File: src/rtl/uart_rx_pkg.sv
// Shared types and constants for the UART receive-frame path.
package uart_rx_pkg;

    // Receive sequencer states; IDLE keeps the all-ones code used by the existing rx logic.
    typedef enum logic [3:0] {
        ST_IDLE     = 4'hF,
        ST_DATA     = 4'h1,
        ST_PARITY   = 4'h2,
        ST_STOP1    = 4'h3,
        ST_STOP2    = 4'h4,
        ST_BRK_WAIT = 4'h5
    } rx_state_e;

    // cfg_data_bits encodings
    localparam logic [1:0] DBITS_5 = 2'b00;
    localparam logic [1:0] DBITS_6 = 2'b01;
    localparam logic [1:0] DBITS_7 = 2'b10;
    localparam logic [1:0] DBITS_8 = 2'b11;

    // Holding-buffer entry: {data[7:0], parity_err, framing_err}
    localparam int FIFO_W = 10;

    // Number of data bits for a cfg_data_bits code.
    function automatic logic [3:0] data_bits_to_n(input logic [1:0] code);
        logic [3:0] n;
        case (code)
            DBITS_5: n = 4'd5;
            DBITS_6: n = 4'd6;
            DBITS_7: n = 4'd7;
            DBITS_8: n = 4'd8;
            default: n = 4'd8;
        endcase
        return n;
    endfunction

endpackage

File: src/rtl/rx_byte_fifo.sv
// Two-entry holding buffer for received words. A push while full is only
// accepted when a pop happens on the same edge; the caller decides what a
// dropped push means.
module rx_byte_fifo
    import uart_rx_pkg::*;
#(
    parameter int DEPTH = 2,
    parameter int W     = FIFO_W
) (
    input  logic         baud_clk,
    input  logic         rx_rst,
    input  logic         push,
    input  logic [W-1:0] push_data,
    output logic         full,
    input  logic         pop,
    output logic         empty,
    output logic [W-1:0] head
);

    logic [W-1:0] mem_q [DEPTH];
    logic [W-1:0] mem_d [DEPTH];
    logic         rd_ptr_q, rd_ptr_d;
    logic         wr_ptr_q, wr_ptr_d;
    logic [1:0]   count_q, count_d;
    logic         do_push;
    logic         do_pop;

    assign empty = (count_q == 2'd0);
    assign full  = (count_q == 2'(DEPTH));
    // Head reads as zero when nothing is held so the outputs stay clean.
    assign head  = empty ? '0 : mem_q[rd_ptr_q];

    // Next-state for pointers, occupancy and storage.
    always_comb begin
        do_pop   = pop && !empty;
        do_push  = push && (!full || do_pop);
        rd_ptr_d = rd_ptr_q;
        wr_ptr_d = wr_ptr_q;
        for (int i = 0; i < DEPTH; i++) begin
            mem_d[i] = mem_q[i];
        end
        if (do_push) begin
            mem_d[wr_ptr_q] = push_data;
            wr_ptr_d        = ~wr_ptr_q;
        end
        if (do_pop) begin
            rd_ptr_d = ~rd_ptr_q;
        end
        count_d = count_q + {1'b0, do_push} - {1'b0, do_pop};
    end

    // Pointer and occupancy registers.
    always_ff @(posedge baud_clk or posedge rx_rst) begin
        if (rx_rst) begin
            rd_ptr_q <= 1'b0;
            wr_ptr_q <= 1'b0;
            count_q  <= 2'd0;
        end else begin
            rd_ptr_q <= rd_ptr_d;
            wr_ptr_q <= wr_ptr_d;
            count_q  <= count_d;
        end
    end

    genvar gi;
    generate
        for (gi = 0; gi < DEPTH; gi++) begin : g_mem
            // Storage entry register.
            always_ff @(posedge baud_clk or posedge rx_rst) begin
                if (rx_rst) begin
                    mem_q[gi] <= '0;
                end else begin
                    mem_q[gi] <= mem_d[gi];
                end
            end
        end
    endgenerate

endmodule

File: src/rtl/uart_rx_frame_ctrl.sv
// UART receive-frame sequencer on the 1x baud clock: start detection, 5-8
// data bits, optional parity, one or two stop bits, break detection, and a
// 2-entry valid/ready holding buffer with a sticky overrun flag.
module uart_rx_frame_ctrl
    import uart_rx_pkg::*;
#(
    parameter int   FIFO_DEPTH = 2,
    parameter logic IDLE_LEVEL = 1'b1
) (
    input  logic       baud_clk,
    input  logic       rx_rst,
    input  logic       rxd,
    input  logic       rx_en,
    input  logic [1:0] cfg_data_bits,
    input  logic       cfg_parity_en,
    input  logic       cfg_parity_odd,
    input  logic       cfg_two_stop,
    output logic [7:0] byte_data,
    output logic       byte_perr,
    output logic       byte_ferr,
    output logic       byte_valid,
    input  logic       byte_ready,
    output logic       err_overrun,
    input  logic       err_clr,
    output logic       break_det,
    output logic       busy
);

    rx_state_e   state_q, state_d;
    logic [7:0]  shift_q, shift_d;
    logic [2:0]  bit_idx_q, bit_idx_d;
    logic [1:0]  cfg_bits_q, cfg_bits_d;
    logic        par_en_q, par_en_d;
    logic        par_odd_q, par_odd_d;
    logic        two_stop_q, two_stop_d;
    logic        pe_q, pe_d;
    logic        par_bit_q, par_bit_d;
    logic        overrun_q, overrun_d;
    logic        brk_q, brk_d;

    logic              push;
    logic [FIFO_W-1:0] push_data;
    logic              fifo_full;
    logic              fifo_empty;
    logic              pop;
    logic [FIFO_W-1:0] head;
    logic [3:0]        last_idx;
    logic              line_low;

    assign line_low = (rxd != IDLE_LEVEL);
    assign last_idx = data_bits_to_n(cfg_bits_q) - 4'd1;

    // Frame sequencing: next state, capture and commit.
    always_comb begin
        state_d    = state_q;
        shift_d    = shift_q;
        bit_idx_d  = bit_idx_q;
        cfg_bits_d = cfg_bits_q;
        par_en_d   = par_en_q;
        par_odd_d  = par_odd_q;
        two_stop_d = two_stop_q;
        pe_d       = pe_q;
        par_bit_d  = par_bit_q;
        brk_d      = 1'b0;
        push       = 1'b0;
        push_data  = {shift_q, pe_q, 1'b0};
        case (state_q)
            ST_IDLE: begin
                if (rx_en && line_low) begin
                    cfg_bits_d = cfg_data_bits;
                    par_en_d   = cfg_parity_en;
                    par_odd_d  = cfg_parity_odd;
                    two_stop_d = cfg_two_stop;
                    shift_d    = 8'h00;
                    bit_idx_d  = 3'd0;
                    pe_d       = 1'b0;
                    par_bit_d  = 1'b0;
                    state_d    = ST_DATA;
                end
            end
            ST_DATA: begin
                shift_d[bit_idx_q] = rxd;
                bit_idx_d          = bit_idx_q + 3'd1;
                if ({1'b0, bit_idx_q} == last_idx) begin
                    state_d = par_en_q ? ST_PARITY : ST_STOP1;
                end
            end
            ST_PARITY: begin
                pe_d      = (^shift_q) ^ rxd ^ par_odd_q;
                par_bit_d = rxd;
                state_d   = ST_STOP1;
            end
            ST_STOP1: begin
                if (line_low) begin
                    // All-zero frame (parity bit included) with a low stop bit is a break.
                    if ((shift_q == 8'h00) && (!par_en_q || !par_bit_q)) begin
                        brk_d   = 1'b1;
                        state_d = ST_BRK_WAIT;
                    end else begin
                        push      = 1'b1;
                        push_data = {shift_q, pe_q, 1'b1};
                        state_d   = ST_IDLE;
                    end
                end else if (two_stop_q) begin
                    state_d = ST_STOP2;
                end else begin
                    push    = 1'b1;
                    state_d = ST_IDLE;
                end
            end
            ST_STOP2: begin
                push      = 1'b1;
                push_data = {shift_q, pe_q, line_low};
                state_d   = ST_IDLE;
            end
            ST_BRK_WAIT: begin
                if (!line_low) begin
                    state_d = ST_IDLE;
                end
            end
            default: begin
                state_d = ST_IDLE;
            end
        endcase
    end

    // Sticky overrun: a push refused by a full buffer with no pop. Set beats clear.
    always_comb begin
        pop       = byte_valid && byte_ready;
        overrun_d = overrun_q;
        if (err_clr) begin
            overrun_d = 1'b0;
        end
        if (push && fifo_full && !pop) begin
            overrun_d = 1'b1;
        end
    end

    // Sequencer registers.
    always_ff @(posedge baud_clk or posedge rx_rst) begin
        if (rx_rst) begin
            state_q    <= ST_IDLE;
            shift_q    <= 8'h00;
            bit_idx_q  <= 3'd0;
            cfg_bits_q <= DBITS_8;
            par_en_q   <= 1'b0;
            par_odd_q  <= 1'b0;
            two_stop_q <= 1'b0;
            pe_q       <= 1'b0;
            par_bit_q  <= 1'b0;
            overrun_q  <= 1'b0;
            brk_q      <= 1'b0;
        end else begin
            state_q    <= state_d;
            shift_q    <= shift_d;
            bit_idx_q  <= bit_idx_d;
            cfg_bits_q <= cfg_bits_d;
            par_en_q   <= par_en_d;
            par_odd_q  <= par_odd_d;
            two_stop_q <= two_stop_d;
            pe_q       <= pe_d;
            par_bit_q  <= par_bit_d;
            overrun_q  <= overrun_d;
            brk_q      <= brk_d;
        end
    end

    rx_byte_fifo #(
        .DEPTH (FIFO_DEPTH),
        .W     (FIFO_W)
    ) u_fifo (
        .baud_clk  (baud_clk),
        .rx_rst    (rx_rst),
        .push      (push),
        .push_data (push_data),
        .full      (fifo_full),
        .pop       (pop),
        .empty     (fifo_empty),
        .head      (head)
    );

    assign byte_valid  = !fifo_empty;
    assign byte_data   = head[9:2];
    assign byte_perr   = head[1];
    assign byte_ferr   = head[0];
    assign err_overrun = overrun_q;
    assign break_det   = brk_q;
    assign busy        = (state_q != ST_IDLE);

endmodule

File: config.mk
export PLATFORM = sky130hd
export DESIGN_NAME = uart_rx_frame_ctrl
export DESIGN_NICKNAME = d
export VERILOG_FILES = /design/src/rtl/uart_rx_pkg.sv /design/src/rtl/rx_byte_fifo.sv /design/src/rtl/uart_rx_frame_ctrl.sv
export SDC_FILE = /design/constraint.sdc
export NUM_CORES = 1
export LEC_CHECK = 0
export BUFFER_PORTS_ARGS = -buffer_cell sky130_fd_sc_hd__buf_2
export CORE_ASPECT_RATIO = 0.8
export CORE_MARGIN = 2
export CORE_UTILIZATION = 55
export DETAILED_ROUTE_END_ITERATION = 12
export HOLD_SLACK_MARGIN = 0.1
export PLACE_DENSITY = 0.86
export SLEW_MARGIN = 25
export SYNTH_ARGS = -nofsm -noshare
export SYNTH_HDL_FRONTEND = slang
export SYNTH_SLANG_ARGS = --single-unit
export TNS_END_PERCENT = 50
File: constraint.sdc
create_clock -name baud_clk -period 6.4 [get_ports baud_clk]
set_input_delay 0.64 -clock baud_clk [delete_from_list [all_inputs] [get_ports baud_clk]]
set_output_delay 0.64 -clock baud_clk [all_outputs]
set_load 0.05 [all_outputs]
==> impl_metrics.toml, run 1 <==
[run_status]
status = "finished clean"

[logic_synthesis]
yosysMostFrequentCell = "dfrtp_1"
ys_top_cells_by_count = "dfrtp_1 (42), mux2_2 (30), nor2_1 (27)"
yosysTopAreaCellShare_pct = 41.7
synth_top_cell_by_area = "dfrtp_1"
synth-seq-area-share_pct = 47.9
syn_avg_cell_area_um2 = 11.4
yosys_register_bits = 48
ys_warn_count = 0
synthFlopType = "dfrtp_1"
syn_area_mm2 = 0.00252
synthArstFlopShare_pct = 100
synth_edf_count = 0
synth_cells = 221
synthTopCellsByArea = "dfrtp_1 (42%), mux2_2 (13%), dfstp_2 (6.3%)"
syn-num-nets = 238
synth_cell_type_count = 43

[floorplanning]
dieArea_mm2 = 0.00514
initial_core_util_pct = 58.9
core_mm2 = 0.00428
pin_count = 25
num_rows = 21
dieHeight_um = 64.6
die_w_um = 79.7

[final_layout]
area_growth_pct = 9.23
final_cells = 298
drive_gt1_share_pct = 32.0
n_fill_cell = 352
antennaDiodeCount = 0
nets = 257
finish.utilization_pct = 64.3
final_cell_area_mm2 = 0.00275

[global_routing]
grt_usage_pct = 19.5
grt_first_pass_wirelength_mm = 7.67
grt_antenna_before_repair = 0
first_global_vias = 1609
grt_max_degree = 49
overflow = 0

[clock_network]
numCtsBuffers = 5
ctsHoldBuffers = 0
worst_skew_pair.late_latency_ns = 0.30
clock-sinks = 48
clockBufferDepth = 2
cts_tree = "yes"
htreeDepth = 2
clkTransAtPathRegs_ns = 0.09
cts-root-buf = "clkbuf_8"
cts_resized = 0
post_cts_buffers = 0

[timing]
post-route-period-util_pct = 38.7
slew_viol_final = 0
fmax_ghz = 0.403
fin_skew_ns = 0.00806
fin_crit_ns = 2.48
slew_headroom_pct = 46.5
rsz0062_at_grt = "false"
hold_viol_final = 0
setup_viol = 0
finalSetupTns_ns = 0
tightest_slew_ns = 0.801
fin_ws_ns = 3.92

[route]
route.detailed.drc = 0
ant_nets = 0
top_layer_used = "met4"
routedWlPerCell_um = 14.9
totalWireLength_mm = 4.44
dr.first_iter.drc_count = 104
wl_met3_um = 251
dr.pass1.iters = 4
vias = 1642
wl_met2_mm = 2.05
met1_length_mm = 2.09
routed_via_density = 5.51

[run]
drv_cap = 0

[placed_design]
gp_congestion = 0.830
portBuffers = 24
placed_area_mm2 = 0.00264
dp_slack_ns = 3.71
dp_cells = 290
dp_hpwl_mm = 3.17

[worst_setup_path]
worstPathRequired_ns = 6.59
start_kind = "flip-flop"
cp_max_fo = 10
worstPathArrival_ns = 2.67
cp-end-kind = "flip-flop"
worstSetupPathType = "flip-flop to flip-flop"

[power_and_ir_drop]
peakVddDrop_v = 0.000219
power.density_mw_per_mm2 = 353
leakagePower_nw = 1.30

[worst_hold_path]
hold_path_class = "input port to async pin"
==> layer usage <==
layer | GRT usage, % | vias to the layer above
li1 | - | 806
met1 | 26.9 | 787
met2 | 28.8 | 45
met3 | 6.69 | 4
met4 | 6.90 | 0
met5 | 0 | -
==> sequential cells by signal (all words and copies together) (netlist names), 2 cells and up <==
register and count:
state_q 4, bit_idx_q 3, u_fifo.mem_q 20, shift_q 8, u_fifo.count_q 2, cfg_bits_q 2
==> worst paths after layout <==
| check | start | slack (ns) | cells after the start | endpoint |
|---|---|---|---|---|
| max | shift_q[4] | 3.92 | 7 | u_fifo.mem_q[6] |
| min | rx_rst | 0.45 | 2 | u_fifo.count_q[0] |
| max reg2reg | shift_q[4] | 3.92 | 7 | u_fifo.mem_q[6] |
| min reg2reg | u_fifo.mem_q[17] | 0.51 | 1 | u_fifo.mem_q[17] |
| max in group asynchronous | rx_rst | 5.45 | 2 | bit_idx_q[1] |
| min in group baud_clk | u_fifo.mem_q[17] | 0.51 | 1 | u_fifo.mem_q[17] |
==> cell families after synthesis <==
logic type                 Yosys count  synth area share (%)
buffers and inverters               26                  5.11
DFF                                 48                  47.9
xor gates and xnor gates            14                  4.86
muxes                               40                  17.4
and+or+nand+nor                     60                  13.0
adders and majority gates            6                  2.98
AOI/OAI and AO/OA                   27                  8.78
==> layout make-up <==
class / instances / area, µm² / share of cell area, %
Clock buffer: 5 / 68.8 / 2.50
Clock inverter: 3 / 47.5 / 1.73
Inverter: 14 / 53.8 / 1.95
Multi-Input combinational cell: 147 / 1180 / 43.0
Sequential cell: 48 / 1210 / 43.9
Tap cell: 57 / 71.3 / 2.59
Timing Repair Buffer: 24 / 120 / 4.36
==> through the flow <==
| step | hold WS [ns] | power, mW |
|---|---|---|
| 2_1_floorplan | 0.468 | 0.707 |
| 3_3_place_gp | 0.487 | 0.747 |
| 3_5_place_dp | 0.495 | 0.763 |
| 4_1_cts | 0.510 | 0.984 |
| 5_1_grt | 0.514 | 1.03 |
| 6_report | 0.452 | 0.973 |
==> layout by cell type (no fill, tap or decap), types with 2 or more instances in the layout <==
cell type,count
o31ai_1,2
nor3b_1,2
clkinv_4,2
nor2_1,27
o21ai_0,6
a21oi_1,5
nor3_1,4
dfrtp_1,42
clkbuf_8,5
buf_2,24
nand3_1,3
xor2_1,6
nand3b_1,3
a22o_1,2
inv_1,13
dfstp_2,6
nand2_1,10
mux2i_1,10
and3_1,3
o21bai_1,2
xnor2_1,8
ha_1,6
mux2_2,30
==> power breakdown <==
part / switching [mW] / internal, mW / total, mW
clock: 0.102 / 0.118 / 0.219
sequential: 0.0828 / 0.372 / 0.455
combinational: 0.172 / 0.127 / 0.299
==> worst max-delay path: stages, from the launching register on <==
cell and delay, ns:
dfrtp_1 0.42, inv_1 0.08, ha_1 0.19, nand4_1 0.13, a211oi_2 0.07, a2111oi_4 0.58, o211a_1 0.50, mux2_2 0.39
Power figures use the tool's default switching activity.
==> run 2, diff against run 1 <==
--- a/config.mk
+++ b/config.mk
@@ -5,10 +5,11 @@
 export SDC_FILE = /design/constraint.sdc
 export NUM_CORES = 1
 export LEC_CHECK = 0
+export ABC_AREA = 1
 export BUFFER_PORTS_ARGS = -buffer_cell sky130_fd_sc_hd__buf_2
 export CORE_ASPECT_RATIO = 0.8
 export CORE_MARGIN = 2
-export CORE_UTILIZATION = 55
+export CORE_UTILIZATION = 53
 export DETAILED_ROUTE_END_ITERATION = 12
 export HOLD_SLACK_MARGIN = 0.1
 export PLACE_DENSITY = 0.86
==> constraint.sdc (replaced) <==
create_clock -name baud_clk -period 2.2 [get_ports baud_clk]
set_input_delay 0.22 -clock baud_clk [delete_from_list [all_inputs] [get_ports baud_clk]]
set_output_delay 0.22 -clock baud_clk [all_outputs]
set_load 0.05 [all_outputs]
==> impl_metrics.toml, run 2 <==
[worst_setup_path]
reg2reg_from = "shift_q[1]"
cp_max_fo = 12
worstPathArrival_ns = 1.69
reg2reg_slack_ns = 0.47
cp-startpoint = "u_fifo.rd_ptr_q"
cp-end-kind = "primary output"
worstSetupPathType = "flip-flop to primary output"
timing.rr.end = "u_fifo.count_q[0]"
rr_worst_depth = 10
worstPathRequired_ns = 1.98
start_kind = "flip-flop"

[power_and_ir_drop]
seqPwrFrac_pct = 38.4
internal_power_mw = 2.22
power.density_mw_per_mm2 = 1420
finalPower_mw = 4.08
power.share.clock_pct = 16.9
switching_power_mw = 1.87
leakagePower_nw = 1.48
switching_share_pct = 45.7
p_comb_share_pct = 44.8
peakVddDrop_v = 0.000822

[clock_network]
cts_tree = "yes"
htreeDepth = 2
post_cts_buffers = 0
clock-sinks = 48
cts-root-buf = "clkbuf_8"
numCtsBuffers = 5
clkTransAtPathRegs_ns = 0.09
clockBufferDepth = 2
worst_skew_pair.late_latency_ns = 0.30

[placed_design]
dp_cells = 394
dp_slack_ns = 0.521
gp_congestion = 0.888
portBuffers = 24
dp_hpwl_mm = 3.79

[logic_synthesis]
yosys_register_bits = 48
syn_area_mm2 = 0.00260
synth_cell_type_count = 30
syn-num-nets = 337
synth_top_cell_by_area = "dfrtp_1"
synthTopCellsByArea = "dfrtp_1 (40%), nand2_1 (15%), dfstp_2 (6.1%)"
syn_avg_cell_area_um2 = 8.13
synth_cells = 320
synth_edf_count = 0
synth-seq-area-share_pct = 46.5
yosysMostFrequentCell = "nand2_1"
synthFlopType = "dfrtp_1"
ys_warn_count = 0
synthArstFlopShare_pct = 100
yosysTopAreaCellShare_pct = 40.4
ys_top_cells_by_count = "nand2_1 (104), dfrtp_1 (42), inv_1 (32)"

[route]
dr.pass1.iters = 5
totalWireLength_mm = 5.24
dr.first_iter.drc_count = 155
ant_nets = 0
vias = 2193
route.detailed.drc = 0
routedWlPerCell_um = 13.0
routed_via_density = 5.43

[worst_hold_path]
min_to = "cfg_bits_q[1]"
hold_depth = 3
hold_path_class = "input port to flip-flop"
hold_start = "cfg_data_bits[1]"

[timing]
fmax_ghz = 0.522
slew_headroom_pct = 61.1
post-route-period-util_pct = 87.0
finalSetupTns_ns = 0
tightest_slew_ns = 0.583
hold_viol_final = 0
rsz0062_at_grt = "false"
slew_viol_final = 0
setup_viol = 0
fin_crit_ns = 1.91
fin_ws_ns = 0.286
fin_skew_ns = 0.00781

[global_routing]
overflow = 0
grt_antenna_before_repair = 0
first_global_vias = 1998
grt_max_degree = 49
grt_usage_pct = 21.9
grt_first_pass_wirelength_mm = 9.08

[floorplanning]
die_w_um = 82.3
num_rows = 22
initial_core_util_pct = 55.9
dieHeight_um = 66.7
pin_count = 25
core_mm2 = 0.00465
dieArea_mm2 = 0.00549

[final_layout]
nets = 360
drive_gt1_share_pct = 15.4
largest_registers = "u_fifo.mem_q (20), shift_q (8), state_q (4)"
final_common_cell = "nand2_1"
final_cells = 404
largest_reg_flops = 20
antennaDiodeCount = 0
regMostFlops = "u_fifo.mem_q"
final_cell_mix = "nand2_1 (104), dfrtp_1 (42), inv_1 (31), buf_2 (24), nand4_1 (23)"
finish.utilization_pct = 61.9
area_growth_pct = 10.8

[run_status]
status = "finished clean"

[run]
drv_cap = 0
run 2: cell count changes after synthesis, sizes merged, moves of 4 or more:
cell    delta
nand2     +98
mux2      -30
nand4     +21
inv       +20
nand3     +19
nor2      -12
mux2i     -10
a21oi      +8
o211ai     +7
o21ai      +7
nand3b     -4
run 2: worst max-delay path by stage:
stage | end | cells past startpoint
2_1_floorplan | byte_perr | 3
3_3_place_gp | u_fifo.count_q[0] | 10
3_5_place_dp | u_fifo.count_q[0] | 10
5_1_grt | byte_data[3] | 4
6_report | byte_data[3] | 4
4_1_cts | byte_data[3] | 4
run 2: cells by family after synthesis:
kind of cell             Yosys count  synth area share, %
AND/OR/NAND/NOR                  171                 31.2
buffers and inverters             48                 8.13
flip-flops                        48                 46.5
AO/OA/AOI/OAI                     38                 8.32
XOR/XNOR                           9                 3.03
adder cells (fa/ha/maj)            6                 2.89
run 2: power groups by stage:
stage | sequential, mW | clock [mW] | combinational, mW
6_report | 1.57 | 0.689 | 1.83
5_1_grt | 1.62 | 0.747 | 2.07
4_1_cts | 1.56 | 0.703 | 1.83
3_5_place_dp | 1.57 | 0 | 1.81
3_3_place_gp | 1.56 | 0 | 1.75
2_1_floorplan | 1.46 | 0 | 1.57
run 2: final cells by class:
class / count / area [µm²]
Multi-Input combinational cell: 224 / 1180
Clock inverter: 1 / 30.0
Tap cell: 60 / 75.1
Fill cell: 399 / 1770
Timing Repair Buffer: 28 / 155
Clock buffer: 7 / 96.3
Sequential cell: 48 / 1210
Inverter: 36 / 135
run 2: what timing repair did:
action                                  CTS  global route
endpoints found under the setup margin    0             0
hold endpoints to repair                 43             0
resized for setup                         0             0
hold buffers                              2             0
run 2: per-stage QoR:
stage / area [µm²] / hold slack (ns)
3_5_place_dp: 2740 / 0.405
6_report: 2880 / 0.126
3_3_place_gp: 2740 / 0.403
4_1_cts: 2880 / 0.125
5_1_grt: 2880 / 0.137
2_1_floorplan: 2600 / 0.319
run 2: worst max-delay path, stage by stage, from the launching register on:
cell      delay [ns]
dfrtp_1         0.60
clkinv_1        0.36
nand2_1         0.15
a21oi_1         0.07
buf_2           0.21
run 2: metal layers:
layer / global-route usage, % / vias up / share of wire (%)
met5: 0 / - / 0
met4: 6.46 / 0 / 1.5
met3: 4.34 / 10 / 5.1
met2: 34.9 / 70 / 46
met1: 30.1 / 1016 / 47
li1: - / 1097 / -
